$ cat config.mk
export PLATFORM = sky130hd
export DESIGN_NAME = sd_spi_master
export DESIGN_NICKNAME = d
export VERILOG_FILES = /design/src/rtl/sd_spi_master.sv
export SDC_FILE = /design/constraint.sdc
export NUM_CORES = 1
export LEC_CHECK = 0
export BUFFER_PORTS_ARGS = -buffer_cell sky130_fd_sc_hd__buf_4
export CAP_MARGIN = 40
export CORE_AREA = 2 2 71 87
export CTS_BUF_LIST = sky130_fd_sc_hd__clkbuf_8
export DETAILED_ROUTE_END_ITERATION = 12
export DIE_AREA = 0 0 73 89
export HOLD_SLACK_MARGIN = 0.15
export PLACE_DENSITY = 0.71
export SETUP_SLACK_MARGIN = 0.5
export SYNTH_ARGS = -nofsm -noshare
export SYNTH_HDL_FRONTEND = slang
export SYNTH_SLANG_ARGS = --single-unit
$ cat constraint.sdc
create_clock -name CLK50 -period 2 [get_ports CLK50]
set_input_delay 0.1 -clock CLK50 [delete_from_list [all_inputs] [get_ports CLK50]]
set_output_delay 0.1 -clock CLK50 [all_outputs]
set_load 0.03 [all_outputs]
$ cat src/rtl/sd_spi_master.sv
// SPI mode-0 master for the microSD card path: power-up dummy clocks with CS high,
// then full-duplex DATA_W-bit MSB-first transfers over a valid/ready word handshake.
`timescale 1ns / 1ps
module sd_spi_master #(
   parameter int DATA_W    = 8,
   parameter int DIV_SLOW  = 125,
   parameter int DIV_FAST  = 2,
   parameter int INIT_CLKS = 80
) (
   input  logic              CLK50,
   input  logic              RST,
   input  logic              FAST,
   input  logic              CS_ASSERT,
   input  logic              INIT_REQ,
   input  logic              TX_VALID,
   input  logic [DATA_W-1:0] TX_DATA,
   output logic              TX_READY,
   output logic              RX_VALID,
   output logic [DATA_W-1:0] RX_DATA,
   output logic              INIT_DONE,
   output logic              SCLK,
   output logic              MOSI,
   input  logic              MISO,
   output logic              CS
);

   localparam int HP_W = $clog2(DIV_SLOW + 1);
   localparam int BC_W = $clog2(DATA_W + 1);
   localparam int EC_W = $clog2(INIT_CLKS + 1);

   localparam logic [HP_W-1:0] HP_ONE    = HP_W'(1);
   localparam logic [HP_W-1:0] SLOW_LAST = HP_W'(DIV_SLOW - 1);
   localparam logic [HP_W-1:0] FAST_LAST = HP_W'(DIV_FAST - 1);
   localparam logic [BC_W-1:0] BIT_ONE   = BC_W'(1);
   localparam logic [BC_W-1:0] BIT_LAST  = BC_W'(DATA_W - 1);
   localparam logic [EC_W-1:0] EDGE_ONE  = EC_W'(1);
   localparam logic [EC_W-1:0] EDGE_ALL  = EC_W'(INIT_CLKS);

   typedef enum logic [1:0] {ST_INIT, ST_IDLE, ST_XFER} state_t;

   state_t            state;
   logic [DATA_W-1:0] shifter;
   logic [HP_W-1:0]   hp_last;   // half-period length minus one, latched per word
   logic [HP_W-1:0]   hp_cnt;
   logic [BC_W-1:0]   bit_cnt;
   logic [EC_W-1:0]   edge_cnt;
   logic              hp_done;
   logic              init_end;

   assign hp_done  = (hp_cnt == hp_last);
   assign init_end = (edge_cnt == EDGE_ALL) && !SCLK;

   // NOTE: every flop, shifter included, takes a reset value; there is no memory array here.
   always_ff @(posedge CLK50 or posedge RST) begin
      if (RST) begin
         state     <= ST_INIT;
         SCLK      <= 1'b0;
         MOSI      <= 1'b1;
         CS        <= 1'b1;
         TX_READY  <= 1'b0;
         RX_VALID  <= 1'b0;
         RX_DATA   <= '0;
         INIT_DONE <= 1'b0;
         shifter   <= '0;
         hp_last   <= SLOW_LAST;
         hp_cnt    <= '0;
         bit_cnt   <= '0;
         edge_cnt  <= '0;
      end else begin
         // NOTE: non-blocking throughout, so every branch decides on pre-edge values.
         RX_VALID <= 1'b0;
         case (state)
            ST_INIT: begin
               CS       <= 1'b1;
               MOSI     <= 1'b1;
               TX_READY <= init_end;
               if (init_end) begin
                  INIT_DONE <= 1'b1;
                  state     <= ST_IDLE;
               end else if (hp_done) begin
                  hp_cnt <= '0;
                  SCLK   <= ~SCLK;
                  if (!SCLK) edge_cnt <= edge_cnt + EDGE_ONE;
               end else begin
                  hp_cnt <= hp_cnt + HP_ONE;
               end
            end

            ST_IDLE: begin
               SCLK <= 1'b0;
               MOSI <= 1'b1;
               CS   <= ~CS_ASSERT;
               if (INIT_REQ) begin
                  // Rerun always wins over a word offered in the same cycle.
                  state     <= ST_INIT;
                  INIT_DONE <= 1'b0;
                  TX_READY  <= 1'b0;
                  CS        <= 1'b1;
                  hp_last   <= SLOW_LAST;
                  hp_cnt    <= '0;
                  edge_cnt  <= '0;
               end else if (TX_VALID && TX_READY) begin
                  shifter  <= TX_DATA;
                  hp_last  <= FAST ? FAST_LAST : SLOW_LAST;
                  MOSI     <= TX_DATA[DATA_W-1];
                  TX_READY <= 1'b0;
                  hp_cnt   <= '0;
                  bit_cnt  <= '0;
                  state    <= ST_XFER;
               end
            end

            ST_XFER: begin
               if (!hp_done) begin
                  hp_cnt <= hp_cnt + HP_ONE;
               end else begin
                  hp_cnt <= '0;
                  SCLK   <= ~SCLK;
                  if (!SCLK) begin
                     // Shifting left exposes the next TX bit at the MSB for the coming fall.
                     shifter <= {shifter[DATA_W-2:0], MISO};
                  end else if (bit_cnt == BIT_LAST) begin
                     RX_DATA  <= shifter;
                     RX_VALID <= 1'b1;
                     TX_READY <= 1'b1;
                     MOSI     <= 1'b1;
                     state    <= ST_IDLE;
                  end else begin
                     MOSI    <= shifter[DATA_W-1];
                     bit_cnt <= bit_cnt + BIT_ONE;
                  end
               end
            end

            default: state <= ST_INIT;
         endcase
      end
   end

endmodule

==> flow_metrics.tcl <==
set metrics [dict create \
    outcome "completed" \
    place_area_mm2 0.002975 \
    via_per_inst 5.734 \
    yosysWarnings 0 \
    slew_viol_final 0 \
    total_power_mw 4.830 \
    netlist_area_mm2 0.002520 \
    ys_seq_elements 44 \
    dr.pass1.iters 4 \
    rows 30 \
    grt_pass1_wl_um 10050 \
    finalNetCount 323 \
    cts-root-buf "clkbuf_8" \
    yosys.area.top_type "dfrtp_1" \
    htree_levels 2 \
    fin_area_mm2 0.003527 \
    synthTopCellsByArea "dfrtp_1, mux2_2, ha_1, dfstp_2, nand3_1" \
    synthArstFlopShare_pct 100.0 \
    io-pin-count 29 \
    path_clk_slew_ns 0.09 \
    setup_tns_ns 0 \
    crit_path_end_kind "register" \
    grtUsageTotal_pct 19.90 \
    gp_congestion 0.8307 \
    syn-instance-count 227 \
    dieWidth_um 73 \
    num_antenna_cells 0 \
    cap_viol_max_count 0 \
    overflow 0 \
    numCtsBuffers 5 \
    clock_latency_ns 0.31 \
    synth_seq_area_share_pct 43.84 \
    initial_core_util_pct 45.06 \
    critPathRequiredTime_ns 2.20 \
    ys.flop_type "dfrtp_1" \
    wl_per_cell_um 17.03 \
    finalHoldViolations 0 \
    worst_pin_slew_ns 0.5818 \
    first_global_vias 2145 \
    core_area_mm2 0.005593 \
    vias 2087 \
    crit_slowest_cell "dfstp_2" \
    rsz0062_at_grt "yes" \
    synth_edf_count 0 \
    ff2ff_path_depth 7 \
    cp.depth 7 \
    cp.arrival_ns 2.08 \
    peakVddDrop_uv 551.5 \
    cts_buffer_depth 2 \
    ant_nets 0 \
    die_h_um 89 \
    drive_above_1_share_pct 53.33 \
    min_period_ns 1.883 \
    hold_path_depth 3 \
    avgSynthCellArea_um2 11.10 \
    max_stage_delay_ns 0.41 \
    setup_viol 0 \
    p_per_area_mw_per_mm2 1369 \
    hpwl_um 3850 \
    crit_chain "buf_6 > nor4_4 > buf_4 > o2bb2ai_4 > and2_4 > nand3_4 > mux2_4" \
    finalCritPeriodShare_pct 94.16 \
    timing.critical_path.buf_inv 2 \
    startpoint_type "register" \
    area_growth_pct 39.97 \
    fin_skew_ns 0.009306 \
    grt_max_degree 45 \
    cp_top_family "simple AND/OR/NAND/NOR gates" \
    drc 0 \
    die-area_mm2 0.006497 \
    p_leak_nw 1.596 \
    antenna_found_initial 0 \
    min_path_type "in2reg" \
    wirelength_um 6198 \
    io_buffers 28 \
    relSlewSlack_pct 61.21 \
    clock-sinks 44 \
    drt_iter0_drc 100 \
    syn-num-nets 251 \
    fmax_ghz 0.5310 \
    synth_top_area_share_pct 40.71 \
    critPathKind "reg2reg" \
    cts_tree "done" \
    crit_fanout 8 \
    ys_types 57 \
]
[flip-flops by register name (all words and copies together), names as in the netlist]
name and count:
RX_DATA 8, shifter 8, edge_cnt 7, hp_cnt 7, bit_cnt 4, hp_last 2
state 2, CS 1, INIT_DONE 1, MOSI 1, RX_VALID 1, SCLK 1
TX_READY 1
[layer usage]
| layer | vias up | global-route usage (%) | part of all wire [%] |
|---|---|---|---|
| met5 | - | 0 | 0 |
| li1 | 986 | - | - |
| met2 | 38 | 34.23 | 51 |
| met3 | 12 | 3.608 | 3.0 |
| met4 | 0 | 9.428 | 2.4 |
| met1 | 1051 | 23.92 | 43 |
[worst min-delay path, stage by stage]
cell and delay (ns):
buf_4 0.07, mux2_2 0.13, mux2_2 0.13
[cells in the final DEF, fill, tap and decap left out, drive strengths merged, types with 3 or more instances in the layout]
| cell type | Yosys | routed |
|---|---|---|
| a21o | 3 | 3 |
| a21oi | 8 | 8 |
| a221o | 3 | 3 |
| a31oi | 4 | 4 |
| and3 | 6 | 6 |
| buf | 3 | 64 |
| clkbuf | 3 | 5 |
| clkinv | 0 | 3 |
| dfrtp | 41 | 41 |
| dfstp | 3 | 3 |
| dlygate4sd3 | 0 | 7 |
| ha | 9 | 9 |
| inv | 9 | 8 |
| mux2 | 25 | 25 |
| nand2 | 15 | 15 |
| nand2b | 5 | 5 |
| nand3 | 14 | 14 |
| nor2 | 8 | 8 |
| nor3b | 5 | 5 |
| nor4 | 3 | 3 |
| o211ai | 3 | 3 |
| o21ai | 14 | 14 |
| o2bb2ai | 3 | 3 |
| or2 | 5 | 5 |
| or3 | 3 | 3 |
[synthesized netlist by cell type (2+ instances only)]
library cell,count
or4_1,2
a211o_1,2
and3_1,6
dfrtp_1,41
nor3b_2,3
nor4_4,2
nand2_2,2
dfstp_2,3
a22o_1,2
o21ai_0,12
nor2_1,8
or3_1,3
ha_1,9
and2_1,2
nor2b_1,2
o2bb2ai_1,2
a21oi_1,8
o21bai_1,2
clkbuf_1,3
a32o_1,2
a221o_1,3
nor3b_1,2
a21o_1,3
buf_2,2
nand2_1,13
nand2b_1,5
a31oi_1,4
nand3_1,12
mux2_2,24
or2_2,5
and3b_1,2
o211ai_1,3
inv_1,9
[metrics by stage]
stage	hold slack (ns)	std cells	setup slack, ns	utilization [%]
after CTS	0.1515	359	0.1391	60.87
after global placement	0.2398	329	0.09613	53.20
after floorplan	0.1522	227	0.1411	-
after global routing	0.1531	364	0.02276	63.06
final	0.1567	364	0.1167	63.06
after detailed placement	0.2475	329	0.04683	53.20
[kinds of logic (layout without fill, tap and decap cells)]
family,after synthesis,in the layout,synth area share [%]
flops,44,44,43.84
fa+ha+maj,9,9,4.469
mux,26,26,11.57
simple gates,77,77,20.11
xor+xnor,1,1,0.3476
buf+inv,15,88,2.631
compound gates,55,55,17.03
[final cells by class]
cell class | count | area, um^2
tap | 64 | 80.08
fill | 432 | 2066
multi-input combinational | 168 | 1594
clock inverter | 3 | 47.55
inverter | 9 | 33.78
clock buffer | 5 | 68.82
timing repair buffer | 71 | 593.1
sequential | 44 | 1110
[path summary, 6_finish.rpt]
check | start | end | slack [ns]
max | hp_last[5] | RX_DATA[2] | 0.12
min | MISO | shifter[0] | 0.16
max reg2reg | hp_last[5] | RX_DATA[2] | 0.12
min reg2reg | MOSI | MOSI | 0.51
max in group asynchronous | RST | TX_READY | 1.09
min in group asynchronous | RST | RX_DATA[4] | 0.47
[power by group]
part / internal [mW] / switching [mW] / total (mW)
combinational: 1.40 / 1.42 / 2.82
clock: 0.377 / 0.344 / 0.721
sequential: 1.12 / 0.176 / 1.29
[timing repair]
action	in CTS	in global routing
pin swaps	23	8
hold endpoints to repair	47	0
gates cloned	0	0
setup buffers	15	5
hold buffers	7	0
resized for setup	28	19
setup endpoints to repair	40	41
(Power assumes the default switching activity.)
